### src/rtl/mem_access_unit_if.sv
// Pipeline-side request/response and data-memory bus of the load/store sequencer.
// The unit itself uses the slave modport; the pipeline/memory environment uses master.
interface mem_access_unit_if #(
  parameter int AW = 8
) ();
  logic          req_valid;
  logic          req_ready;
  logic          req_we;
  logic [1:0]    req_size;
  logic          req_unsigned;
  logic [31:0]   req_addr;
  logic [31:0]   req_wdata;
  logic          rsp_valid;
  logic [31:0]   rsp_rdata;
  logic          misalign_err;
  logic          mem_write;
  logic          mem_read;
  logic [AW-1:0] mem_addr;
  logic [31:0]   mem_wdata;
  logic [31:0]   mem_rdata;

  modport slave (
    input  req_valid, req_we, req_size, req_unsigned, req_addr, req_wdata, mem_rdata,
    output req_ready, rsp_valid, rsp_rdata, misalign_err,
    output mem_write, mem_read, mem_addr, mem_wdata
  );

  modport master (
    output req_valid, req_we, req_size, req_unsigned, req_addr, req_wdata, mem_rdata,
    input  req_ready, rsp_valid, rsp_rdata, misalign_err,
    input  mem_write, mem_read, mem_addr, mem_wdata
  );
endinterface

### src/rtl/mem_access_unit.sv
// Byte/half/word load-store sequencer over a word memory (RMW for sub-word stores); response 2-3 cycles after
// accept, req_ready low while busy. Define MISALIGN_TRAP_EN to trap misaligned half/word ops instead of truncating.
module mem_access_unit #(
  parameter int AW = 8
) (
  input  logic             clk,
  input  logic             rst_n,
  mem_access_unit_if.slave bus
);
`ifdef MISALIGN_TRAP_EN
  typedef enum logic [2:0] {IDLE, RD, WR, RESP, ERR} state_t;
`else
  typedef enum logic [2:0] {IDLE, RD, WR, RESP} state_t;
`endif

  state_t        state_q, state_d;
  logic [AW+1:0] addr_q;
  logic [1:0]    size_q;
  logic          uns_q;
  logic          we_q;
  logic [31:0]   wdata_q;
  logic          mem_read_q, mem_write_q, rsp_valid_q;
  logic [AW-1:0] mem_addr_q;
  logic [31:0]   mem_wdata_q, rsp_rdata_q;
  logic          accept;
  logic          unused_addr;

  function automatic logic [31:0] load_ext(input logic [31:0] w, input logic [1:0] off,
                                           input logic [1:0] sz, input logic uns);
    logic [7:0]  b;
    logic [15:0] h;
    logic [31:0] r;
    b = w[{off, 3'b000} +: 8];
    h = off[1] ? w[31:16] : w[15:0];
    case (sz)
      2'b00:   r = {{24{b[7] & ~uns}}, b};
      2'b01:   r = {{16{h[15] & ~uns}}, h};
      default: r = w;
    endcase
    return r;
  endfunction

  function automatic logic [31:0] store_merge(input logic [31:0] w, input logic [15:0] d,
                                              input logic [1:0] off, input logic half);
    logic [31:0] r;
    r = w;
    if (half) r[{off[1], 4'b0000} +: 16] = d;
    else      r[{off, 3'b000} +: 8] = d[7:0];
    return r;
  endfunction

  assign accept        = bus.req_valid && (state_q == IDLE);
  assign unused_addr   = ^bus.req_addr[31:AW+2];
  assign bus.req_ready = (state_q == IDLE);

`ifdef MISALIGN_TRAP_EN
  logic misalign;
  logic misalign_q;
  assign misalign = (bus.req_size == 2'b01) ? bus.req_addr[0]
                                            : (bus.req_size[1] && (bus.req_addr[1:0] != 2'b00));
  assign bus.misalign_err = misalign_q;
`else
  assign bus.misalign_err = 1'b0;
`endif

  always_ff @(posedge clk or negedge rst_n) begin
    if (!rst_n) state_q <= IDLE;
    else        state_q <= state_d;
  end

  always_comb begin
    state_d = state_q;
    case (state_q)
      IDLE: begin
        if (bus.req_valid) begin
`ifdef MISALIGN_TRAP_EN
          if (misalign) state_d = ERR;
          else
`endif
          if (bus.req_we && bus.req_size[1]) state_d = WR;
          else                               state_d = RD;
        end
      end
      RD:   state_d = we_q ? WR : RESP;
      WR:   state_d = RESP;
      RESP: state_d = IDLE;
`ifdef MISALIGN_TRAP_EN
      ERR:  state_d = IDLE;
`endif
      default: state_d = IDLE;
    endcase
  end

  always_ff @(posedge clk or negedge rst_n) begin
    if (!rst_n) begin
      addr_q  <= '0;
      size_q  <= '0;
      uns_q   <= 1'b0;
      we_q    <= 1'b0;
      wdata_q <= '0;
    end else if (accept) begin
      addr_q  <= bus.req_addr[AW+1:0];
      size_q  <= bus.req_size;
      uns_q   <= bus.req_unsigned;
      we_q    <= bus.req_we;
      wdata_q <= bus.req_wdata;
    end
  end

  // Registered outputs trail the state by one cycle, so mem_rdata for a read is
  // consumed at the edge that leaves the state following RD.
  always_ff @(posedge clk or negedge rst_n) begin
    if (!rst_n) begin
      mem_read_q  <= 1'b0;
      mem_write_q <= 1'b0;
      mem_addr_q  <= '0;
      mem_wdata_q <= '0;
      rsp_valid_q <= 1'b0;
      rsp_rdata_q <= '0;
`ifdef MISALIGN_TRAP_EN
      misalign_q  <= 1'b0;
`endif
    end else begin
      mem_read_q  <= (state_q == RD);
      mem_write_q <= (state_q == WR);
      if (state_q == RD || state_q == WR) mem_addr_q <= addr_q[AW+1:2];
      if (state_q == WR)
        mem_wdata_q <= size_q[1] ? wdata_q
                                 : store_merge(bus.mem_rdata, wdata_q[15:0], addr_q[1:0], size_q[0]);
      rsp_rdata_q <= (state_q == RESP && !we_q) ? load_ext(bus.mem_rdata, addr_q[1:0], size_q, uns_q)
                                                : 32'h0;
`ifdef MISALIGN_TRAP_EN
      rsp_valid_q <= (state_q == RESP) || (state_q == ERR);
      misalign_q  <= (state_q == ERR);
`else
      rsp_valid_q <= (state_q == RESP);
`endif
    end
  end

  assign bus.mem_read  = mem_read_q;
  assign bus.mem_write = mem_write_q;
  assign bus.mem_addr  = mem_addr_q;
  assign bus.mem_wdata = mem_wdata_q;
  assign bus.rsp_valid = rsp_valid_q;
  assign bus.rsp_rdata = rsp_rdata_q;
endmodule

### src/flat_wrapper.sv
// flat-port wrapper written by rule: the top's interface ports become plain ports
module mem_access_unit_flat 
#(
  parameter int AW = 8
)
  (clk, rst_n, bus_req_valid, bus_req_we, bus_req_size, bus_req_unsigned, bus_req_addr, bus_req_wdata, bus_mem_rdata, bus_req_ready, bus_rsp_valid, bus_rsp_rdata, bus_misalign_err, bus_mem_write, bus_mem_read, bus_mem_addr, bus_mem_wdata);
  mem_access_unit_if #(.AW(AW)) bus_i ();
  input  logic clk;
  input  logic rst_n;
  input wire logic [$bits(bus_i.req_valid)-1:0] bus_req_valid;
  input wire logic [$bits(bus_i.req_we)-1:0] bus_req_we;
  input wire logic [$bits(bus_i.req_size)-1:0] bus_req_size;
  input wire logic [$bits(bus_i.req_unsigned)-1:0] bus_req_unsigned;
  input wire logic [$bits(bus_i.req_addr)-1:0] bus_req_addr;
  input wire logic [$bits(bus_i.req_wdata)-1:0] bus_req_wdata;
  input wire logic [$bits(bus_i.mem_rdata)-1:0] bus_mem_rdata;
  output wire logic [$bits(bus_i.req_ready)-1:0] bus_req_ready;
  output wire logic [$bits(bus_i.rsp_valid)-1:0] bus_rsp_valid;
  output wire logic [$bits(bus_i.rsp_rdata)-1:0] bus_rsp_rdata;
  output wire logic [$bits(bus_i.misalign_err)-1:0] bus_misalign_err;
  output wire logic [$bits(bus_i.mem_write)-1:0] bus_mem_write;
  output wire logic [$bits(bus_i.mem_read)-1:0] bus_mem_read;
  output wire logic [$bits(bus_i.mem_addr)-1:0] bus_mem_addr;
  output wire logic [$bits(bus_i.mem_wdata)-1:0] bus_mem_wdata;
  assign bus_i.req_valid = bus_req_valid;
  assign bus_i.req_we = bus_req_we;
  assign bus_i.req_size = bus_req_size;
  assign bus_i.req_unsigned = bus_req_unsigned;
  assign bus_i.req_addr = bus_req_addr;
  assign bus_i.req_wdata = bus_req_wdata;
  assign bus_i.mem_rdata = bus_mem_rdata;
  assign bus_req_ready = bus_i.req_ready;
  assign bus_rsp_valid = bus_i.rsp_valid;
  assign bus_rsp_rdata = bus_i.rsp_rdata;
  assign bus_misalign_err = bus_i.misalign_err;
  assign bus_mem_write = bus_i.mem_write;
  assign bus_mem_read = bus_i.mem_read;
  assign bus_mem_addr = bus_i.mem_addr;
  assign bus_mem_wdata = bus_i.mem_wdata;
  mem_access_unit #(.AW(AW)) u_core (.clk(clk), .rst_n(rst_n), .bus(bus_i));
endmodule
### config.mk
export PLATFORM = sky130hd
export DESIGN_NAME = mem_access_unit_flat
export DESIGN_NICKNAME = d
export VERILOG_FILES = /design/src/rtl/mem_access_unit_if.sv /design/src/rtl/mem_access_unit.sv /design/src/flat_wrapper.sv
export SDC_FILE = /design/constraint.sdc
export NUM_CORES = 1
export LEC_CHECK = 0
export BUFFER_PORTS_ARGS = -buffer_cell sky130_fd_sc_hd__buf_2
export CAP_MARGIN = 5
export CORE_ASPECT_RATIO = 0.5
export CORE_MARGIN = 2
export CORE_UTILIZATION = 51
export DETAILED_ROUTE_END_ITERATION = 16
export PLACE_DENSITY = 0.8
export SETUP_SLACK_MARGIN = 0.1
export SLEW_MARGIN = 20
export SYNTH_ARGS = -nofsm -noshare
export SYNTH_HDL_FRONTEND = slang
export SYNTH_SLANG_ARGS = --single-unit
### constraint.sdc
create_clock -name clk -period 2.7 [get_ports clk]
set_input_delay 0.27 -clock clk [delete_from_list [all_inputs] [get_ports clk]]
set_output_delay 0.27 -clock clk [all_outputs]
set_load 0.02 [all_outputs]
# Word-level counts from Yosys, hierarchy flattened
# Cells that the tools add are included.
dict set report totals {
  mem_count 0
  regBits 124
  ram_bits 0
  rom_bits 0
  output_inout_bits 77
  wordCells 45
  latch_bits 0
}
dict set report op_classes {
  div 0
  add_sub_neg 2
  n_mul 0
  shifts 5
  bitwise 3
  n_mux 11
  n_eq_ne 5
  reduce_logical 7
  n_lt_le_gt_ge 0
}
# operator count
set op_table {}
lappend op_table {{32-bit two-way mux} 3}
lappend op_table {{32-bit bitwise mux} 2}
lappend op_table {{32-bit case mux with 2 select lines} 1}
lappend op_table {{16-bit by 7-bit variable shift with 32-bit output, first input constant} 1}
lappend op_table {{8-bit by 7-bit variable shift with 32-bit output, first input constant} 1}
lappend op_table {{16-bit by 7-bit indexed part select with 32-bit output} 1}
lappend op_table {{32-bit by 6-bit indexed part select with 8-bit output} 1}
lappend op_table {{8-bit by 7-bit indexed part select with 32-bit output} 1}
lappend op_table {{16-bit two-way mux} 1}
lappend op_table {{5-bit negator with 7-bit output} 2}
lappend op_table {{3-bit case mux with 3 select lines} 1}
lappend op_table {{3-bit by 2-bit == test with 1-bit output, second input constant} 2}
lappend op_table {{3-bit by 1-bit == test with 1-bit output, second input constant} 1}
lappend op_table {{1-bit logical AND} 3}
lappend op_table {{3-bit logical NOT} 1}
lappend op_table {{3-bit two-way mux} 1}
lappend op_table {{1-bit bitwise AND} 2}
lappend op_table {{2-bit by 1-bit == test with 1-bit output, second input constant} 1}
lappend op_table {{2-bit logical NOT} 1}
lappend op_table {{2-bit two-way mux} 1}
lappend op_table {{2-bit inequality test, second input constant} 1}
lappend op_table {{1-bit logical NOT} 1}
lappend op_table {{1-bit logical OR} 1}
lappend op_table {{1-bit two-way mux} 1}
lappend op_table {{1-bit NOT} 1}

# Logic depth before layout (Yosys ltp)
# Gate-level depths: netlist of run 1.
dict set report depth {
  ltp_word 5
  depth_mapped 10
  mapped_depth_nobuf 6
}

# Worst setup path after synthesis of run 1
# No wires, ideal clock.
dict set report synth_path {
  kind {flip-flop to flip-flop}
  start {reg u_core.addr_q[1]}
  end {reg u_core.mem_wdata_q[0] (netlist: u_core.bus.mem_wdata[0])}
  stages_incl_launch_ff 9
  arrival_ps 2170
  path_slack_ps 405
  t_required_ps 2574
  path_cell_list {dfrtp_1 -> buf_6 -> clkbuf_1 -> inv_1 -> ha_1 -> clkbuf_1 -> nor4_1 -> o31a_1 -> a221o_1}
}
dict set report synth_via {
  elab_chain_len 5
  elab_cells_between_ends 10
  classes_between {add/sub: 2; shift: 4; mux: 4}
}
# element line
set synth_lines {}
lappend synth_lines {{start, declared} mem_access_unit.sv:17} ;# logic [AW+1:0] addr_q;
lappend synth_lines {{start signal, assigned} mem_access_unit.sv:102} ;# addr_q <= bus.req_addr[AW+1:0];
lappend synth_lines {{5-bit negator with 7-bit output (on tied branches)} {mem_access_unit.sv:47, mem_access_unit.sv:48}}
lappend synth_lines {{16-bit by 7-bit indexed part select with 32-bit output (tied with other cells)} mem_access_unit.sv:47} ;# if (half) r[{off[1], 4'b0000} +: 16] = d;
lappend synth_lines {{32-bit bitwise mux (on tied branches)} {mem_access_unit.sv:47, mem_access_unit.sv:48}}
lappend synth_lines {{32-bit two-way mux (*)} mem_access_unit.sv:47}
lappend synth_lines {{32-bit two-way mux (*)} mem_access_unit.sv:128} ;# mem_wdata_q <= size_q[1] ? wdata_q
lappend synth_lines {{end signal, assigned} mem_access_unit.sv:128}
lappend synth_lines {{end, declared} mem_access_unit.sv:24} ;# logic [31:0] mem_wdata_q, rsp_rdata_q;
# Every way passes the cells marked *; elsewhere a longest branch is shown, timed or not.
# A chain may end at the register's enable or synchronous reset.

# Worst setup path after layout of run 1
dict set report layout_path {
  start {reg u_core.addr_q[0]}
  end {reg u_core.mem_wdata_q[27] (netlist: u_core.bus.mem_wdata[27])}
}
dict set report layout_via {
  elab_chain_len 5
  elab_cells_between_ends 6
  classes_between {add/sub: 1; shift: 2; mux: 3}
}
# element line
set layout_lines {}
lappend layout_lines {{5-bit negator with 7-bit output (*)} mem_access_unit.sv:48} ;# else r[{off, 3'b000} +: 8] = d[7:0];
lappend layout_lines {{8-bit by 7-bit indexed part select with 32-bit output / 8-bit by 7-bit variable shift with 32-bit output (equally long branches)} mem_access_unit.sv:48}
lappend layout_lines {{32-bit bitwise mux (*)} mem_access_unit.sv:48}
lappend layout_lines {{32-bit two-way mux (*)} mem_access_unit.sv:47}
lappend layout_lines {{32-bit two-way mux (*)} mem_access_unit.sv:128}
# Marked as above.

==> flow_metrics.py, run 1 <==
metrics = {
    "synth": {
        "synthDistinctLibCells": 41,
        "ys_ff_latch": 123,
        "ys_async_rst_share_pct": 100,
        "syn-instance-count": 519,
        "syn_avg_cell_area_sq_um": 11.1,
        "synth_edf_count": 0,
        "yosysSeqAreaShare_pct": 53.2,
        "area_of_the_mapped_netlist_sq_um": 5780,
        "dominantRegCellSynth": "sky130_fd_sc_hd__dfrtp_1",
        "yosys_warnings": 0,
        "syn-num-nets": 631,
    },
    "power": {
        "power_frac_seq_pct": 33.8,
        "internal_power_w": 0.00582,
        "power.switching_fraction_pct": 40.5,
        "p_sw_w": 0.00397,
        "power_per_cell_area_nw_per_um2": 1340,
        "vdd_drop_max_uv": 727,
        "static-leakage-power_nw": 3.60,
        "share_clk_of_total_power_pct": 22.3,
        "power.combinational.fraction_pct": 43.9,
    },
    "global_routing": {
        "grt_overflow": 0,
        "groute.usage.overall_pct": 27.6,
        "via_count_of_the_first_global_routing_pass": 4822,
        "pin_count_of_the_biggest_net_entering_global_routing": 60,
        "antenna_found_initial": 1,
        "first_pass_grt_wire_length_mm": 25.6,
    },
    "clocking": {
        "clk_pin_slew_ps": 50,
        "clk-insertion-delay-late_ps": 410,
        "clk_path_buf_depth": 2,
        "cts_sinks": 123,
        "cts_inserted_buffers": 17,
        "setup_bufs_post_cts": 0,
        "cts_tree": "built",
        "cts-root-buf": "sky130_fd_sc_hd__clkbuf_16",
        "cts_htree_levels": 4,
    },
    "die": {
        "num_io_pins": 180,
        "die_width_um": 155,
        "die_h_um": 79.3,
        "floorplan.rows": 27,
        "starting_density_of_the_core_pct": 52.5,
        "die-area_sq_um": 12300,
        "floorplan.core_area_sq_um": 11000,
    },
    "detailed_routing": {
        "drcViolationCount": 0,
        "vias_per_cell": 5.98,
        "drt_iter0_markers": 585,
        "detailroute.via_count": 4941,
        "routedWlPerCell_um": 19.8,
        "route.antenna.remaining_nets": 0,
        "detailedRoute.firstPassIterationCount": 5,
        "wl_mm": 16.4,
    },
    "layout": {
        "design.final.nets": 782,
        "finalNonFillerCells": 826,
        "areaGrowthSynthToFinish_pct": 26.2,
        "final_common_cell": "sky130_fd_sc_hd__buf_2",
        "layout_common_cells": "sky130_fd_sc_hd__buf_2, sky130_fd_sc_hd__dfrtp_1, sky130_fd_sc_hd__mux2_2, sky130_fd_sc_hd__nor2_1, sky130_fd_sc_hd__nand2_1",
        "drive_gt1_share_pct": 39.0,
    },
    "timing": {
        "setup_repair_after_global_routing_missed_its_margin": "no",
        "maxSlewHeadroom_pct": 28.5,
        "slew_violations": 0,
        "timing.hold.ws_ps": 89.7,
        "max_freq_ghz": 0.416,
        "post-route-period-util_pct": 89.0,
        "fin_tns_setup_ps": 0,
        "tightest_slew_ps": 1070,
        "setup-violations-final": 0,
        "timing.final.hold_violations": 0,
        "fin_worst_skew_ps": 8.94,
        "final_critical_path_setup_slack_ps": 297,
        "final.min_clock_period_ps": 2400,
    },
    "setup_path": {
        "worst_setup_path_end_kind": "flop",
        "critPathLaunchType": "flop",
        "timing.critical_path.cells": "inv_1 > ha_1 > nor2b_1 > a32o_1 > a221oi_1 > a21oi_1",
        "critical-path-slowest-cell": "sky130_fd_sc_hd__dfrtp_1",
        "worst_path_largest_cell_delay_ps": 580,
        "timing.critical_path.required_ps": 3020,
        "critPathMaxFanout": 12,
        "setup.worst_path.class": "reg -> reg",
        "critical_path_arrival_ps": 2730,
    },
    "worst_hold_path": {
        "hold_path_class": "in -> reg",
    },
    "placement": {
        "buffer_ports.inserted": 156,
        "detailedPlacementHpwl_mm": 11.5,
        "place.gp.congestion": 0.928,
        "place_inst": 795,
        "post-place-ws_ps": 425,
    },
    "job": {
        "cap_viol_max_count": 0,
    },
    "outcome": {
        "outcome": "finished clean",
    },
}
-- cells in the mapped netlist (8+ instances only) --
master,number,area (sq um)
sky130_fd_sc_hd__a32o_1,9,90.1
sky130_fd_sc_hd__mux2_2,62,698
sky130_fd_sc_hd__clkbuf_1,27,101
sky130_fd_sc_hd__a21oi_1,28,140
sky130_fd_sc_hd__dfrtp_1,123,3080
sky130_fd_sc_hd__o22ai_1,8,50.1
sky130_fd_sc_hd__nand3_1,9,45.0
sky130_fd_sc_hd__a21o_1,18,135
sky130_fd_sc_hd__ha_1,9,113
sky130_fd_sc_hd__o21ai_0,19,95.1
sky130_fd_sc_hd__mux2i_1,9,90.1
sky130_fd_sc_hd__a221oi_1,15,131
sky130_fd_sc_hd__a41oi_1,9,78.8
sky130_fd_sc_hd__inv_1,17,63.8
sky130_fd_sc_hd__nor2_1,52,195
sky130_fd_sc_hd__a221o_1,8,80.1
sky130_fd_sc_hd__nand2_1,46,173
sky130_fd_sc_hd__nor2b_1,10,62.6
-- timing repair --
action                                  4_1_cts  5_1_grt
endpoints found under the setup margin        0        1
hold buffers                                  1        0
endpoints found under the hold margin        35        0
gates resized for setup                       0        1
-- metal layers --
layer  vias up  global-route usage, %  routed length, um
met5         -                      0                  0
li1       2205                      -                  -
met3        34                   7.21               1790
met2       293                   40.3               7270
met1      2409                   39.1               6930
met4         0                   11.7                373
-- worst max-delay path, delay by kind of cell, from the launching register on --
family                     cells  cell delay (ps)
AOI/OAI and AO/OA              3              580
DFF                            1              580
and+or+nand+nor                1              540
adders and majority gates      1              470
buffers and inverters          1              150
-- through the flow --
| stage | utilization [%] | total power, W | area (sq um) |
|---|---|---|---|
| 2_1_floorplan | - | 0.00619 | 5780 |
| 3_3_place_gp | 61.0 | 0.00738 | 6720 |
| 3_5_place_dp | 61.0 | 0.00751 | 6720 |
| 4_1_cts | 66.2 | 0.00976 | 7290 |
| 5_1_grt | 66.2 | 0.0104 | 7290 |
| 6_report | 66.3 | 0.00979 | 7300 |
-- final timing paths --
path	from	end	slack (ps)	cells after the start
max	u_core.addr_q[0]	u_core.bus.mem_wdata[27]	300	6
min	bus_req_unsigned	u_core.uns_q	90	2
max reg2reg	u_core.addr_q[0]	u_core.bus.mem_wdata[27]	300	6
min reg2reg	u_core.addr_q[5]	u_core.addr_q[5]	500	1
max in group asynchronous	rst_n	u_core.bus.rsp_rdata[24]	1570	3
min in group asynchronous	rst_n	u_core.state_q[1]	380	2
-- state kept, by name (all words and copies together), names as in the netlist --
name,flops
u_core.addr_q,10
u_core.bus.mem_addr,8
u_core.bus.mem_read,1
u_core.bus.mem_wdata,32
u_core.bus.mem_write,1
u_core.bus.rsp_rdata,32
u_core.bus.rsp_valid,1
u_core.size_q,2
u_core.state_q,2
u_core.uns_q,1
u_core.wdata_q,32
u_core.we_q,1
-- power by group through the flow --
stage          sequential [W]  clock (W)  combinational [W]
2_1_floorplan         0.00354          0            0.00265
4_1_cts               0.00328    0.00222            0.00426
3_5_place_dp          0.00330          0            0.00421
5_1_grt               0.00338    0.00229            0.00468
3_3_place_gp          0.00327          0            0.00411
6_report              0.00331    0.00219            0.00430
-- area by class of cell --
type                            instances  area [sq um]
Tap cell                              145           181
Sequential cell                       123          3080
Clock inverter                          7          92.6
Antenna cell                            1          2.50
Timing Repair Buffer                  168           913
Inverter                               18          67.6
Clock buffer                           22           474
Multi-Input combinational cell        342          2490
Fill cell                             850          3720
-- kinds of logic after synthesis --
logic type | after synthesis | synth area share (%)
other | 1 | 0.0649
AO/OA/AOI/OAI | 135 | 17.6
flip-flops | 123 | 53.2
AND/OR/NAND/NOR | 126 | 9.63
adder cells (fa/ha/maj) | 9 | 1.95
multiplexers | 71 | 13.6
buffers and inverters | 54 | 3.87
(Power assumes the default switching activity.)
==> run 2: changes to the inputs <==
- CELL_PAD_IN_SITES_DETAIL_PLACEMENT: not set -> 1
- CELL_PAD_IN_SITES_GLOBAL_PLACEMENT: not set -> 1
- CORE_ASPECT_RATIO: 0.5 -> not set
- CORE_UTILIZATION: 51 -> 39
- PLACE_DENSITY: 0.8 -> not set
- PLACE_DENSITY_LB_ADDON: not set -> 0.1
==> flow_metrics.py, run 2 (synthesis results as in run 1) <==
metrics = {
    "timing": {
        "maxSlewHeadroom_pct": 27.8,
        "tightest_slew_ps": 1080,
        "slew_violations": 0,
        "timing.final.hold_violations": 0,
        "fin_worst_skew_ps": 8.30,
        "final_critical_path_setup_slack_ps": 328,
        "final.min_clock_period_ps": 2370,
        "fin_tns_setup_ps": 0,
        "setup_repair_after_global_routing_missed_its_margin": "no",
        "max_freq_ghz": 0.422,
        "setup-violations-final": 0,
        "post-route-period-util_pct": 87.9,
    },
    "global_routing": {
        "grt_overflow": 0,
        "via_count_of_the_first_global_routing_pass": 4940,
        "antenna_found_initial": 0,
        "first_pass_grt_wire_length_mm": 28.5,
        "pin_count_of_the_biggest_net_entering_global_routing": 60,
        "groute.usage.overall_pct": 23.5,
    },
    "layout": {
        "final_common_cell": "sky130_fd_sc_hd__buf_2",
        "fill_cells": 1612,
        "finalNonFillerCells": 869,
        "multiInputGateArea_sq_um": 2490,
        "utilization_pct": 51.1,
        "layout_common_cells": "sky130_fd_sc_hd__buf_2, sky130_fd_sc_hd__dfrtp_1, sky130_fd_sc_hd__mux2_2, sky130_fd_sc_hd__nor2_1, sky130_fd_sc_hd__nand2_1",
        "design.final.nets": 784,
        "antenna_diode_count": 0,
        "sequential_cell_area_sq_um": 3080,
        "stdcell_area_sq_um": 7430,
        "areaGrowthSynthToFinish_pct": 28.5,
        "drive_gt1_share_pct": 39.6,
    },
    "clocking": {
        "cts_sinks": 123,
        "clk-insertion-delay-late_ps": 420,
        "clk_path_buf_depth": 2,
        "cts_inserted_buffers": 17,
        "cts_tree": "built",
        "cts_htree_levels": 4,
        "clk_pin_slew_ps": 60,
        "cts-root-buf": "sky130_fd_sc_hd__clkbuf_16",
    },
    "power": {
        "power_frac_seq_pct": 33.0,
        "power.switching_fraction_pct": 40.6,
        "vdd_drop_max_uv": 642,
        "share_clk_of_total_power_pct": 24.6,
        "static-leakage-power_nw": 3.63,
        "p_sw_w": 0.00414,
        "internal_power_w": 0.00605,
        "power_per_cell_area_nw_per_um2": 1370,
        "power.combinational.fraction_pct": 42.5,
    },
    "detailed_routing": {
        "drt_iter0_markers": 337,
        "detailedRoute.firstPassIterationCount": 8,
        "routedWlPerCell_um": 21.0,
        "route.antenna.remaining_nets": 0,
        "vias_per_cell": 5.55,
        "drcViolationCount": 0,
        "wl_mm": 18.2,
        "detailroute.via_count": 4821,
    },
    "setup_path": {
        "timing.critical_path.required_ps": 3050,
        "ff2ff_setup_slack_ps": 330,
        "timing.critical_path.cells": "inv_1 > ha_1 > a2111oi_2 > a221o_1",
        "critPathBufInv": 1,
        "worst_path_dominant_cell_family": "compound AO/OA/AOI/OAI gates",
        "critPathLaunchType": "flop",
        "critical_path_arrival_ps": 2720,
        "critical-path-slowest-cell": "sky130_fd_sc_hd__a2111oi_2",
        "setup.worst_path.class": "reg -> reg",
        "worst_setup_path_end_kind": "flop",
        "critPathMaxFanout": 12,
        "worst_path_largest_cell_delay_ps": 970,
    },
    "die": {
        "die-area_sq_um": 15800,
        "floorplan.core_area_sq_um": 14500,
        "die_width_um": 126,
        "floorplan.rows": 44,
        "starting_density_of_the_core_pct": 39.8,
        "die_h_um": 126,
        "num_io_pins": 180,
    },
    "placement": {
        "post_dp_cell_area_sq_um": 6770,
        "buffer_ports.inserted": 156,
        "place_inst": 836,
        "post-place-ws_ps": 305,
        "detailedPlacementHpwl_mm": 12.9,
        "place.gp.congestion": 0.831,
    },
    "job": {
        "cap_viol_max_count": 0,
    },
    "worst_hold_path": {
        "hold_path_class": "in -> reg",
    },
    "outcome": {
        "outcome": "finished clean",
    },
}
-- run 2: cell count changes in the layout (fill, tap and decap cells not counted), moves of 2 or more --
cell | previous run | this run
sky130_fd_sc_hd__inv_6 | 0 | 2
sky130_fd_sc_hd__clkbuf_8 | 3 | 0
sky130_fd_sc_hd__bufinv_16 | 2 | 5
sky130_fd_sc_hd__buf_4 | 9 | 12
sky130_fd_sc_hd__clkinv_4 | 0 | 2
sky130_fd_sc_hd__clkinv_2 | 2 | 0
-- run 2: worst register-to-register path, stage by stage (launching register included) --
cell                        delay, ps
sky130_fd_sc_hd__dfrtp_1          560
sky130_fd_sc_hd__inv_1            160
sky130_fd_sc_hd__ha_1             300
sky130_fd_sc_hd__a2111oi_2        970
sky130_fd_sc_hd__a221o_1          300
-- run 2: worst paths after layout --
kind,startpoint,to,cells after the start
worst max-delay path,u_core.addr_q[0],u_core.bus.mem_wdata[2],4
worst min-delay path,bus_req_wdata[27],u_core.wdata_q[27],2
worst max register to register,u_core.addr_q[0],u_core.bus.mem_wdata[2],4
worst min register to register,u_core.addr_q[5],u_core.addr_q[5],1
max in group asynchronous,rst_n,u_core.bus.mem_wdata[29],3
min in group asynchronous,rst_n,u_core.bus.rsp_rdata[18],2
-- run 2: routing by layer --
metal	GRT usage (%)	share of wire, %
met5	0	0
met1	34.0	46
met3	5.01	6.2
met4	7.37	1.3
met2	35.5	46
-- run 2: timing repair --
item,in CTS,in global routing
hold buffers,1,0
gates resized for setup,0,1
endpoints found under the setup margin,0,8
setup buffers,0,0
endpoints found under the hold margin,54,0
-- run 2: layout make-up --
class | count | area share, %
inverter | 18 | 0.909
sequential | 123 | 41.4
tap | 184 | 3.10
timing repair buffer | 170 | 12.3
multi-input combinational | 342 | 33.5
clock inverter | 13 | 2.90
clock buffer | 19 | 5.83
-- run 2: per-stage QoR --
step,hold WS [ps],total power [W]
after floorplan,-25.6,0.00619
after global placement,365,0.00752
after detailed placement,377,0.00768
after CTS,64.3,0.0102
after global routing,67.5,0.0108
final,76.9,0.0102
-- run 2: power groups by stage --
stage	registers [W]	clock network (W)	logic [W]
floorplan	0.00354	0	0.00265
global placement	0.00334	0	0.00418
detailed placement	0.00338	0	0.00430
CTS	0.00335	0.00255	0.00434
global route	0.00346	0.00264	0.00472
finish	0.00336	0.00250	0.00433
